`config.mk`:
```
export PLATFORM = sky130hd
export DESIGN_NAME = mux_nto1_scan_flat
export DESIGN_NICKNAME = d
export VERILOG_FILES = /design/src/rtl/mux_nto1_scan_if.sv /design/src/rtl/mux_nto1_scan.sv /design/src/flat_wrapper.sv
export SDC_FILE = /design/constraint.sdc
export NUM_CORES = 1
export LEC_CHECK = 0
export CORE_MARGIN = 8
export CORE_UTILIZATION = 40
export CTS_CLUSTER_DIAMETER = 100
export DETAILED_ROUTE_END_ITERATION = 12
export GPL_TIMING_DRIVEN = 0
export PLACE_DENSITY = 0.79
export SETUP_SLACK_MARGIN = 0.02
export SYNTH_ARGS = -nofsm -noshare
export SYNTH_HDL_FRONTEND = slang
export SYNTH_SLANG_ARGS = --single-unit
```
`constraint.sdc`:
```
create_clock -name clk -period 2 [get_ports clk]
set_clock_uncertainty 0.15 [all_clocks]
set_input_delay 0.2 -clock clk [delete_from_list [all_inputs] [get_ports clk]]
set_output_delay 0.2 -clock clk [all_outputs]
set_load 0.02 [all_outputs]
```
`src/rtl/mux_nto1_scan_if.sv`:
```
// Bus interface for mux_nto1_scan: channel data, control inputs and registered sample outputs.
// With MUX_PARITY_EN defined the interface also carries o_par.
`timescale 1ns/1ps
interface mux_nto1_scan_if #(
    parameter int unsigned N  = 8,
    parameter int unsigned W  = 1,
    parameter int unsigned SW = $clog2(N)
);
    logic [N*W-1:0] d;
    logic           en;
    logic           mode;
    logic [SW-1:0]  s;
    logic [7:0]     dwell;
    logic [W-1:0]   o;
    logic           o_valid;
    logic [SW-1:0]  cur_sel;
    logic           wrap;
`ifdef MUX_PARITY_EN
    logic           o_par;
`endif

    // Driver side: owns data and control, observes the sample outputs
    modport master (
        output d, output en, output mode, output s, output dwell,
        input  o, input o_valid, input cur_sel, input wrap
`ifdef MUX_PARITY_EN
        , input o_par
`endif
    );

    // Mux side: consumes data and control, produces the sample outputs
    modport slave (
        input  d, input en, input mode, input s, input dwell,
        output o, output o_valid, output cur_sel, output wrap
`ifdef MUX_PARITY_EN
        , output o_par
`endif
    );
endinterface

```
`src/rtl/mux_nto1_scan.sv`:
```
// Registered N-to-1 mux of W-bit channels with manual select or auto-scan.
// Auto-scan holds each channel dwell+1 cycles and pulses wrap on the N-1 -> 0 step.
// Optional MUX_PARITY_EN adds o_par, the registered XOR of the selected channel.
`timescale 1ns/1ps
module mux_nto1_scan #(
    parameter int unsigned N  = 8,
    parameter int unsigned W  = 1,
    parameter int unsigned SW = $clog2(N)
) (
    input  logic          clk,
    input  logic          rst,
    mux_nto1_scan_if.slave bus
);
    localparam int unsigned CW = 8;

    typedef enum logic {
        S_MAN  = 1'b0,
        S_SCAN = 1'b1
    } state_t;

    state_t          r_state;
    state_t          w_state_nxt;
    logic [SW-1:0]   r_ch;
    logic [CW-1:0]   r_dwell_cnt;
    logic [W-1:0]    r_o;
    logic            r_valid;
    logic [SW-1:0]   r_cur_sel;
    logic            r_wrap;
    logic            r_par;

    logic [SW-1:0]   w_ch_nxt;
    logic [CW-1:0]   w_cnt_nxt;
    logic [SW-1:0]   w_sel;
    logic            w_sel_ok;
    logic            w_wrap_nxt;
    logic [W-1:0]    w_chan;

    // Sequencer state register; frozen while en is low
    always_ff @(posedge clk or posedge rst) begin
        if (rst) begin
            r_state <= S_MAN;
        end else begin
            r_state <= w_state_nxt;
        end
    end

    // Next state: track mode on enabled edges so scan entry is seen on the first enabled mode=1 edge
    always_comb begin
        w_state_nxt = r_state;
        if (bus.en) begin
            w_state_nxt = bus.mode ? S_SCAN : S_MAN;
        end
    end

    // Sequencer outputs: entry clear, HOLD (count) or STEP (advance channel), and channel selection
    always_comb begin
        w_ch_nxt   = r_ch;
        w_cnt_nxt  = r_dwell_cnt;
        w_wrap_nxt = 1'b0;
        w_sel      = bus.s;
        if (bus.mode) begin
            if (r_state == S_MAN) begin
                w_ch_nxt  = '0;
                w_cnt_nxt = '0;
            end else if (r_dwell_cnt == bus.dwell) begin
                w_ch_nxt   = (r_ch == SW'(N - 1)) ? '0 : r_ch + SW'(1);
                w_cnt_nxt  = '0;
                w_wrap_nxt = (r_ch == SW'(N - 1));
            end else begin
                w_cnt_nxt = r_dwell_cnt + CW'(1);
            end
            w_sel = w_ch_nxt;
        end else begin
            w_ch_nxt  = '0;
            w_cnt_nxt = '0;
        end
        w_sel_ok = ({1'b0, w_sel} < (SW + 1)'(N));
        w_chan   = '0;
        for (int unsigned k = 0; k < N; k++) begin
            if (w_sel == SW'(k)) begin
                w_chan = bus.d[k*W +: W];
            end
        end
    end

    // Datapath and counter registers; en low holds values and drops the strobes
    always_ff @(posedge clk or posedge rst) begin
        if (rst) begin
            r_ch        <= '0;
            r_dwell_cnt <= '0;
            r_o         <= '0;
            r_valid     <= 1'b0;
            r_cur_sel   <= '0;
            r_wrap      <= 1'b0;
            r_par       <= 1'b0;
        end else if (bus.en) begin
            r_ch        <= w_ch_nxt;
            r_dwell_cnt <= w_cnt_nxt;
            r_o         <= w_sel_ok ? w_chan : '0;
            r_valid     <= w_sel_ok;
            r_cur_sel   <= w_sel;
            r_wrap      <= w_wrap_nxt;
            r_par       <= w_sel_ok & (^w_chan);
        end else begin
            r_valid     <= 1'b0;
            r_wrap      <= 1'b0;
        end
    end

    assign bus.o       = r_o;
    assign bus.o_valid = r_valid;
    assign bus.cur_sel = r_cur_sel;
    assign bus.wrap    = r_wrap;
`ifdef MUX_PARITY_EN
    assign bus.o_par   = r_par;
`else
    logic w_par_unused;
    assign w_par_unused = r_par;
`endif
endmodule

```
`src/flat_wrapper.sv`:
```
// flat-port wrapper written by rule: the top's interface ports become plain ports
module mux_nto1_scan_flat 
#(
    parameter int unsigned N  = 8,
    parameter int unsigned W  = 1,
    parameter int unsigned SW = $clog2(N)
)
  (clk, rst, bus_d, bus_en, bus_mode, bus_s, bus_dwell, bus_o, bus_o_valid, bus_cur_sel, bus_wrap);
  mux_nto1_scan_if #(.N(N), .W(W), .SW(SW)) bus_i ();
  input  logic clk;
  input  logic rst;
  input wire logic [$bits(bus_i.d)-1:0] bus_d;
  input wire logic [$bits(bus_i.en)-1:0] bus_en;
  input wire logic [$bits(bus_i.mode)-1:0] bus_mode;
  input wire logic [$bits(bus_i.s)-1:0] bus_s;
  input wire logic [$bits(bus_i.dwell)-1:0] bus_dwell;
  output wire logic [$bits(bus_i.o)-1:0] bus_o;
  output wire logic [$bits(bus_i.o_valid)-1:0] bus_o_valid;
  output wire logic [$bits(bus_i.cur_sel)-1:0] bus_cur_sel;
  output wire logic [$bits(bus_i.wrap)-1:0] bus_wrap;
  assign bus_i.d = bus_d;
  assign bus_i.en = bus_en;
  assign bus_i.mode = bus_mode;
  assign bus_i.s = bus_s;
  assign bus_i.dwell = bus_dwell;
  assign bus_o = bus_i.o;
  assign bus_o_valid = bus_i.o_valid;
  assign bus_cur_sel = bus_i.cur_sel;
  assign bus_wrap = bus_i.wrap;
  mux_nto1_scan #(.N(N), .W(W), .SW(SW)) u_core (.clk(clk), .rst(rst), .bus(bus_i));
endmodule
```
Word level (Yosys, flattened, before mapping)
Cells that the tools add are included.
W data, S select, Z words.
- register bits after elaboration: 18
- logic and storage cells: 41
- output and inout port bits: 6
- add/subtract/negate cells: 2
- multiplexer cells: 22
- eq/ne operators: 9
- reduce and logical (&&, ||, !) cells: 1
- operators with widths (operator ; count):
    $mux W8 ; 3
    $eq A3 B3 Y1 const B ; 5
    $mux W3 ; 5
    $mux W1 ; 14
    $add A8 B1 Y8 const B ; 1
    $eq A8 B8 Y1 ; 1
    $eq A3 B2 Y1 const B ; 2
    $add A3 B1 Y3 const B ; 1
    $eq A3 B1 Y1 const B ; 1
    $logic_not A3 Y1 ; 1

Logic depth before layout (Yosys ltp)
- depth in word-level cells: 14
- depth in mapped cells: 8
- depth with buffers taken out: 8

Least setup slack after synthesis
OpenSTA, ideal clock, no wires.
- path kind: flip-flop to flip-flop
- from: register u_core.r_dwell_cnt[5]
- to: register u_core.r_o, in the netlist u_core.bus.o
- stages on the path, launching flop included: 8
- data arrival time: 1.848 ns
- data required time: 1.724 ns
- path slack: -0.124 ns
- path buffers: 0
- setup time: 0.126 ns
- cell sequence: dfrtp_1 -> xnor2_1 -> and4_4 -> a21oi_2 -> a211oi_4 -> mux2i_1 -> mux2i_1 -> a221o_1
- longest elaborated chain between the ends: 13
- ends and longest elaborated chain (what ; line ; text):
    start: declaration ; mux_nto1_scan.sv:24 ; logic [CW-1:0] r_dwell_cnt;
    start signal: assignment ; mux_nto1_scan.sv:98 ; r_dwell_cnt <= w_cnt_nxt;
    $eq A8 B8 Y1 * ; mux_nto1_scan.sv:65 ; end else if (r_dwell_cnt == bus.dwell) begin
    $mux W3 * ; mux_nto1_scan.sv:65 ;
    $mux W3 * ; mux_nto1_scan.sv:62 ; if (r_state == S_MAN) begin
    $mux W3 * ; mux_nto1_scan.sv:61 ; if (bus.mode) begin
    $logic_not A3 Y1 ; mux_nto1_scan.sv:80 ; if (w_sel == SW'(k)) begin
    $mux W1 (7 in series) ; mux_nto1_scan.sv:80 ;
    $mux W1 * ; mux_nto1_scan.sv:80 ;
    end signal: assignment ; mux_nto1_scan.sv:99 ; r_o <= w_sel_ok ? w_chan : '0;
    end: declaration ; mux_nto1_scan.sv:25 ; logic [W-1:0] r_o;
Mark *: on every way between the ends. The rest lies on a longest branch, timed or not.
A chain may end at the register's enable or synchronous reset.

Worst setup path after layout
- from: register u_core.r_dwell_cnt[0]
- to: register u_core.r_o, in the netlist u_core.bus.o
The elaborated chain is that of the path after synthesis.

==> flow_summary.toml <==
[global_route]
antenna_found_initial = 0
grt_max_degree = 19
grt_pass1_vias = 1010
grt_pass1_wl_um = 4440
grt.overflow.total = 0
grt_util_all_layers_pct = 12.3

[yosys]
synthTopCellsByArea = "dfrtp_1 41%, xnor2_1 6.3%, mux2i_1 4.5%, ha_1 3.4%, o2bb2ai_1 3.2%"
yosys.area.top_type = "dfrtp_1"
syn_nets = 132
synth-seq-cells = 18
synthCells = 106
synth_edf_count = 0
ys_warn_count = 0
synth_top_area_share_pct = 40.8
syn_area_per_cell_um2 = 10.4
ys_seq_area_share_pct = 40.8
netlist_area_um2 = 1100
synth_ff_type = "dfrtp_1"
synth-async-reset-ratio_pct = 100
synthDistinctLibCells = 38

[worst_setup_path]
cp.required_ns = 2.05
worstPathArrival_ns = 2.13
cp_max_fo = 5
critPathKind = "reg -> reg"
end_kind = "register"
worstSetupStartpointType = "register"

[clocking]
cts_tree = "built"
insertion_delay_ns = 0.30
cts_hold_buf = 0
root_buffer = "clkbuf_4"
clk_pin_slew_ns = 0.11
htree_num_levels = 1
clk_path_buf_depth = 2
cts_buffers = 3
clock_sinks = 18

[route]
drc_errors = 0
drt_iter0_drc = 18
via_per_inst = 5.36
routed_wl_um = 2680
antenna_left = 0
routedWlPerCell_um = 15.1
first_pass_iters = 4
vias = 954

[cells_and_area]
antennaDiodeCount = 0
utilization_pct = 59.6
stdcell_count = 178
final_common_cell = "clkdlybuf4s50_1"
mostFrequentLayoutCells = "28 x clkdlybuf4s50_1, 14 x dfrtp_1, 11 x buf_4"
drive_above_1_share_pct = 28.6
fin_nets = 175
area_growth_pct = 45.1
nFillCells = 242

[floorplanning]
start_util_pct = 41.1
die_w_um = 68.5
die-area_um2 = 4700
io_pins = 29
rows = 19
die_h_um = 68.5
core-area_um2 = 2690

[pwr]
leakagePower_uw = 0.000691
irDropWorstVdd_uv = 402
p_total_uw = 759
powerDensity_nw_per_um2 = 474

[status]
status = "finished, violations left"
violations = "negative setup slack"

[timing]
fmax_mhz = 480
slew_viol_final = 0
tightestPinTransition_ns = 0.674
slew_headroom_pct = 55.0
rsz0062_at_grt = "true"
worst_slack_ns = -0.0848
finalCriticalPeriod_ns = 2.08
min_period_over_period_pct = 104
setup_viol = 1
hold_viol_final = 0

[placed_design]
place_congestion = 0.805
portBuffers = 28
dp.cells = 165
dpl_worst_slack_ns = -0.421
dp_hpwl_um = 2080

[worst_hold_path]
hold_path_class = "in -> async"

[flow_run]
maxCapViolCount = 0
final timing paths:
kind                                  startpoint               endpoint  slack, ns  cells past startpoint
setup reg to reg           u_core.r_dwell_cnt[0]           u_core.bus.o      -0.08                      8
hold / removal                               rst           u_core.bus.o       0.13                      2
max in group asynchronous                    rst  u_core.r_dwell_cnt[4]       1.08                      2
min in group clk                          bus_en     u_core.bus.o_valid       0.32                      1
hold reg to reg                     u_core.bus.o           u_core.bus.o       0.38                      1
setup / recovery           u_core.r_dwell_cnt[0]           u_core.bus.o      -0.08                      8
power by group:
| group | switching [uW] | leakage [uW] | total [uW] | internal (uW) |
|---|---|---|---|---|
| combinational | 83.7 | 0.000445 | 186 | 102 |
| sequential | 10.6 | 0.000232 | 390 | 379 |
| clock | 114 | 0.0000138 | 184 | 70.2 |
worst max-delay path, cell delays in order (launching register included):
cell      delay (ns)
dfrtp_2         0.44
xnor2_2         0.16
nand4_2         0.19
nor3_2          0.26
a211oi_4        0.11
buf_4           0.15
a221oi_2        0.17
a211oi_1        0.08
a221o_1         0.27
registers in the layout, indices dropped and copies added, names as in the netlist:
name and cells:
u_core.bus.o 1, u_core.bus.o_valid 1, u_core.r_dwell_cnt 8, u_core.r_ch 3, u_core.bus.cur_sel 3, u_core.r_state 1
u_core.bus.wrap 1
Yosys cell counts, types with 2 or more instances:
cell / number
nand2_1: 5
xor2_1: 2
nor2_1: 6
and3_2: 2
dfrtp_1: 18
ha_1: 3
o21ai_1: 4
nand4_2: 2
nand2b_1: 4
xnor2_1: 8
inv_1: 3
o2bb2ai_1: 4
mux2i_1: 5
clkbuf_1: 2
a22o_1: 3
a21oi_1: 2
nand3_1: 3
and2_1: 4
nor2b_1: 3
o21ai_0: 5
per-stage QoR:
stage / cell area, um2 / hold slack [ns] / setup TNS [ns]
after global routing: 1600 / 0.224 / -0.200
after floorplan: 1170 / -0.0114 / -0.0113
after global placement: 1490 / 0.337 / -1.55
after CTS: 1580 / 0.164 / -0.131
after detailed placement: 1490 / 0.354 / -2.04
final: 1600 / 0.134 / -0.0848
per-layer routing:
layer	GRT usage, %	wire length (um)
met1	14.6	1130
met3	4.20	197
met4	4.60	48
met5	0	0
met2	20.2	1310
cells by family after synthesis:
logic type      share of synthesized area (%)
compound gates                           17.8
xor+xnor                                 9.41
fa+ha+maj                                3.40
buf+inv                                  1.70
flops                                    40.8
mux                                      5.56
simple gates                             21.3
what timing repair did:
item	in CTS	in global routing
pin swaps	3	1
gates resized for setup	5	2
buffers inserted	9	2
setup endpoints to repair	4	4
cell type report:
class                      instances  area [um2]  area share, %
tap                               31        38.8           2.42
buffer                             1        3.75          0.234
timing repair buffer              39         363           22.7
multi-input combinational         83         707           44.1
inverter                           3        11.3          0.703
clock buffer                       3        22.5           1.41
sequential                        18         455           28.4
(Power assumes the default switching activity.)
